$ cat src/rtl/prog_loader_pkg.sv
// Shared CPU-side definitions for the program loader: default geometry,
// loader FSM encoding and a saturating counter helper.
package prog_loader_pkg;

  localparam int unsigned MEM_DEPTH_DEF = 32;
  localparam int unsigned ADDR_W_DEF    = 5;
  localparam int unsigned DATA_W_DEF    = 8;

  localparam logic [2:0] ST_IDLE    = 3'd0;
  localparam logic [2:0] ST_LOAD    = 3'd1;
  localparam logic [2:0] ST_RELEASE = 3'd2;
  localparam logic [2:0] ST_RUN     = 3'd3;
  localparam logic [2:0] ST_HALTED  = 3'd4;

  function automatic logic [15:0] sat_inc16(input logic [15:0] v);
    return (v == 16'hFFFF) ? v : v + 16'd1;
  endfunction

endpackage

$ cat src/rtl/prog_loader.sv
// Streams a program image into external memory, holds the CPU in reset while
// loading, releases it, then tracks run time and the PC at which it halts.
module prog_loader
  import prog_loader_pkg::*;
#(
  parameter int unsigned MEM_DEPTH  = MEM_DEPTH_DEF,
  parameter int unsigned ADDR_W     = ADDR_W_DEF,
  parameter int unsigned DATA_W     = DATA_W_DEF,
  parameter int unsigned RST_CYCLES = 2
) (
  input  logic              clock,
  input  logic              rst,
  input  logic              ld_start,
  input  logic              ld_valid,
  input  logic [DATA_W-1:0] ld_data,
  output logic              ld_ready,
  input  logic [ADDR_W-1:0] cpu_addr,
  input  logic [DATA_W-1:0] cpu_wdata,
  input  logic              cpu_wr,
  input  logic              cpu_rd,
  input  logic [ADDR_W-1:0] cpu_pc,
  input  logic              cpu_halt,
  output logic              cpu_rst_,
  output logic [ADDR_W-1:0] mem_addr,
  output logic [DATA_W-1:0] mem_wdata,
  output logic              mem_write,
  output logic              mem_read,
  output logic              busy,
  output logic              done,
  output logic [ADDR_W-1:0] halt_pc,
  output logic [15:0]       run_cycles
);

  logic [2:0]        state_q, state_d;
  logic [ADDR_W-1:0] cnt_q, cnt_d;
  logic [15:0]       rls_q, rls_d;
  logic [ADDR_W-1:0] halt_pc_q, halt_pc_d;
  logic [15:0]       run_q, run_d;
  logic              halt_prev_q;
  logic              halt_rise;

  assign halt_rise = cpu_halt & ~halt_prev_q;

  always_comb begin
    state_d   = state_q;
    cnt_d     = cnt_q;
    rls_d     = rls_q;
    halt_pc_d = halt_pc_q;
    run_d     = run_q;
    ld_ready  = 1'b0;
    mem_addr  = '0;
    mem_wdata = '0;
    mem_write = 1'b0;
    mem_read  = 1'b0;

    case (state_q)
      ST_IDLE: begin
        if (ld_start) begin
          state_d = ST_LOAD;
          cnt_d   = '0;
        end
      end

      ST_LOAD: begin
        ld_ready = 1'b1;
        if (ld_valid) begin
          mem_write = 1'b1;
          mem_addr  = cnt_q;
          mem_wdata = ld_data;
        end
        // A restart still writes the handshaked byte but does not count it
        if (ld_start) begin
          cnt_d = '0;
        end else if (ld_valid) begin
          if (cnt_q == ADDR_W'(MEM_DEPTH - 1)) begin
            state_d = ST_RELEASE;
            cnt_d   = '0;
            rls_d   = '0;
          end else begin
            cnt_d = cnt_q + ADDR_W'(1);
          end
        end
      end

      ST_RELEASE: begin
        if (ld_start) begin
          state_d = ST_LOAD;
          cnt_d   = '0;
        end else if ((32'(rls_q) + 32'd1) >= RST_CYCLES) begin
          state_d = ST_RUN;
        end else begin
          rls_d = rls_q + 16'd1;
        end
      end

      ST_RUN, ST_HALTED: begin
        mem_addr  = cpu_addr;
        mem_wdata = cpu_wdata;
        mem_write = cpu_wr;
        mem_read  = cpu_rd;
        if (state_q == ST_RUN) begin
          run_d = sat_inc16(run_q);
        end
        // Abort takes priority over a coincident halt edge
        if (ld_start) begin
          state_d   = ST_LOAD;
          cnt_d     = '0;
          run_d     = '0;
          halt_pc_d = '0;
        end else if (state_q == ST_RUN && halt_rise) begin
          state_d   = ST_HALTED;
          halt_pc_d = cpu_pc;
        end
      end

      default: state_d = ST_IDLE;
    endcase
  end

  always_ff @(posedge clock) begin
    if (rst) begin
      state_q     <= ST_IDLE;
      cnt_q       <= '0;
      rls_q       <= '0;
      halt_pc_q   <= '0;
      run_q       <= '0;
      halt_prev_q <= 1'b0;
    end else begin
      state_q     <= state_d;
      cnt_q       <= cnt_d;
      rls_q       <= rls_d;
      halt_pc_q   <= halt_pc_d;
      run_q       <= run_d;
      halt_prev_q <= cpu_halt;
    end
  end

  assign cpu_rst_   = (state_q == ST_RUN) || (state_q == ST_HALTED);
  assign busy       = (state_q == ST_LOAD) || (state_q == ST_RELEASE);
  assign done       = (state_q == ST_HALTED);
  assign halt_pc    = halt_pc_q;
  assign run_cycles = run_q;

endmodule

$ cat config.mk
export PLATFORM = sky130hd
export DESIGN_NAME = prog_loader
export DESIGN_NICKNAME = d
export VERILOG_FILES = /design/src/rtl/prog_loader_pkg.sv /design/src/rtl/prog_loader.sv
export SDC_FILE = /design/constraint.sdc
export NUM_CORES = 1
export LEC_CHECK = 0
export CAP_MARGIN = 20
export CORE_UTILIZATION = 35
export DETAILED_ROUTE_END_ITERATION = 6
export HOLD_SLACK_MARGIN = 0.12
export SLEW_MARGIN = 15
export SYNTH_ARGS = -nofsm -noshare
export SYNTH_HDL_FRONTEND = slang
export SYNTH_SLANG_ARGS = --single-unit
export TNS_END_PERCENT = 10
$ cat constraint.sdc
create_clock -name clock -period 2.45 [get_ports clock]
set_input_delay 0.49 -clock clock [delete_from_list [all_inputs] [get_ports clock]]
set_output_delay 0.49 -clock clock [all_outputs]
set_load 0.005 [all_outputs]
==> flow_summary.json <==
{
  "required_ns": 1.96,
  "crit_chain": "buf_4, nand3b_1, nand2_8, a22o_1, clkdlybuf4s50_1",
  "dpl-instance-area_mm2": 0.00328,
  "finalPower_w": 0.00163,
  "setup_tns_ns": 0,
  "hold_viol_final": 0,
  "num-nets-final": 402,
  "wire_per_inst_um": 13.9,
  "cts_buffer_depth": 2,
  "slew_headroom_pct": 34.4,
  "path_max_fanout": 18,
  "grt_antenna_before_repair": 0,
  "synth_nets": 321,
  "die_h_um": 85.6,
  "period_needed_ns": 2.38,
  "vias": 2296,
  "routabilityCongestion": 0.770,
  "powerDensity_mw_per_mm2": 469,
  "io_buffers": 72,
  "slowest_delay_ns": 0.49,
  "final_antenna_net_count": 0,
  "synth_cell_types": 53,
  "cts_sinks": 46,
  "cts_hold_buffers": 0,
  "area.growth.synth_to_final_pct": 42.0,
  "via_per_inst": 5.16,
  "worst_pin_slew_ns": 0.971,
  "pin_count": 73,
  "post-synth-top-count-cell": "dfxtp_1",
  "grt_max_degree": 19,
  "power.leakage_nw": 1.45,
  "synth-seq-area-share_pct": 37.6,
  "min_path_type": "register to register",
  "end_kind": "output pin",
  "clk_latency_ns": 0.30,
  "antenna_cells": 0,
  "grt_overflow_total": 0,
  "reg2reg_depth": 7,
  "synth_top_area_share_pct": 37.6,
  "critical_path_cell_count": 5,
  "synth-edff-count": 0,
  "yosys-top-cells-count": "46 x dfxtp_1, 34 x nor2_1, 15 x and2_1, 14 x a22o_1, 14 x xor2_1",
  "holdWs_ns": 0.494,
  "die_x_um": 85.6,
  "synthFlopType": "dfxtp_1",
  "drt_iter0_drc": 91,
  "synth_seq_cells": 46,
  "rows": 30,
  "synthArstFlopShare_pct": 0,
  "core_mm2": 0.00676,
  "grt_pass1_vias": 1994,
  "peakVddDrop_uv": 318,
  "slowest_stage": "clkdlybuf4s50_1",
  "cts_root_buffer": "clkbuf_8",
  "critPathTopFamily": "buffers and inverters",
  "netlist_instances": 283,
  "syn-mean-instance-area_um2": 8.65,
  "dieArea_mm2": 0.00733,
  "design_area_mm2": 0.00348,
  "initial_utilization_pct": 36.2,
  "htreeDepth": 2,
  "synth_warnings": 0,
  "dp_hpwl_um": 4520,
  "cts.clk_slew.worst_paths_ns": 0.08,
  "syn_area_mm2": 0.00245,
  "crit_type": "register to output pin",
  "wl_um": 6170,
  "drv_slew": 0,
  "track_usage_pct": 16.4,
  "drive_gt1_share_pct": 9.86,
  "finClkSkew_ns": 0.00974,
  "status": "finished, final reports clean",
  "yosys.area.top_type": "dfxtp_1",
  "netlist_top_cells_area": "dfxtp_1 38%, nor2_1 5.2%, a22o_1 5.0%",
  "start_kind": "register",
  "rsz0062_at_grt": "yes",
  "setup_viol": 0,
  "drt-pass1-iter-count": 4,
  "grt_first_pass_wirelength_um": 9630,
  "max_cap_violations": 0,
  "cts-buffers-inserted": 5,
  "finalCritPeriodShare_pct": 97.1,
  "hold_depth": 2,
  "cts_tree": "done",
  "fmaxAchievable_mhz": 420,
  "worst-path-buf-inv": 2,
  "drc": 0,
  "crit_arrival_ns": 1.89
}
-- kinds of logic after synthesis --
logic type	Yosys count	synth area share, %
flops	46	37.6
buf+inv	22	4.24
fa+ha+maj	5	2.56
mux	1	0.409
simple gates	120	26.6
compound gates	68	21.0
xor+xnor	21	7.52
-- final cells by class --
type / count / area [um2]
multi-input combinational: 215 / 1460
clock inverter: 1 / 30.0
tap: 80 / 100
inverter: 7 / 26.3
timing repair buffer: 89 / 863
sequential: 46 / 922
clock buffer: 7 / 76.3
fill: 656 / 3280
-- per-stage QoR --
stage               worst slack (ns)  cells  util, %
floorplan                      0.475    283        -
global route                 -0.0345    445     51.4
detailed placement            -0.112    432     48.6
CTS                          -0.0961    441     50.1
finish                        0.0704    445     51.4
global placement             -0.0866    432     48.6
-- per-layer routing --
metal  wire, um  global-route usage (%)  vias to the layer above
met2       2760                    26.1                       66
met4         59                    4.09                        0
met3        484                    5.68                        5
li1           -                       -                     1197
met1       2860                    21.4                     1028
met5          0                       0                        -
-- placed cells by master (no fill, tap or decap), types with 8 or more instances in the layout --
cell and instances:
buf_4 14, a21oi_1 10, nor3_1 8, nor2_1 34
clkdlybuf4s50_1 57, a22o_1 14, dlygate4sd2_1 9, xor2_1 14
dfxtp_1 45, and2_1 15, nand2_1 12, and3_1 10
nand3_1 9
-- path summary, 6_finish.rpt --
path                                 start             to  slack, ns
worst max-delay path            state_q[2]   mem_wdata[4]       0.07
worst min-delay path              cnt_q[4]       cnt_q[4]       0.49
worst max register to register  state_q[2]  run_cycles[6]       0.21
worst min register to register    cnt_q[4]       cnt_q[4]       0.49
-- power by group --
group	internal, W	leakage (nW)	total, W	switching [W]
Sequential	0.000758	0.372	0.000769	0.0000114
Clock	0.000306	0.0524	0.000557	0.000251
Combinational	0.000168	1.02	0.000302	0.000134
-- worst register-to-register path, stage by stage, from the launching register on --
cell	delay [ns]
dfxtp_1	0.32
buf_4	0.15
nand3b_1	0.27
buf_4	0.21
a41oi_1	0.73
o21ai_0	0.22
xor2_1	0.18
nor2_1	0.05
-- sequential cells by signal, indices dropped and copies added, names as in the netlist --
register     cells
cnt_q            5
halt_pc          5
halt_prev_q      1
rls_q           16
run_cycles      16
state_q          3
-- repair_timing --
action                                  in CTS  in global routing
gates resized for setup                     10                 16
pin swaps                                    6                  1
endpoints found under the setup margin      15                  6
setup buffers                                1                  3
cloned                                       0                  1
Power figures use the tool's default switching activity.
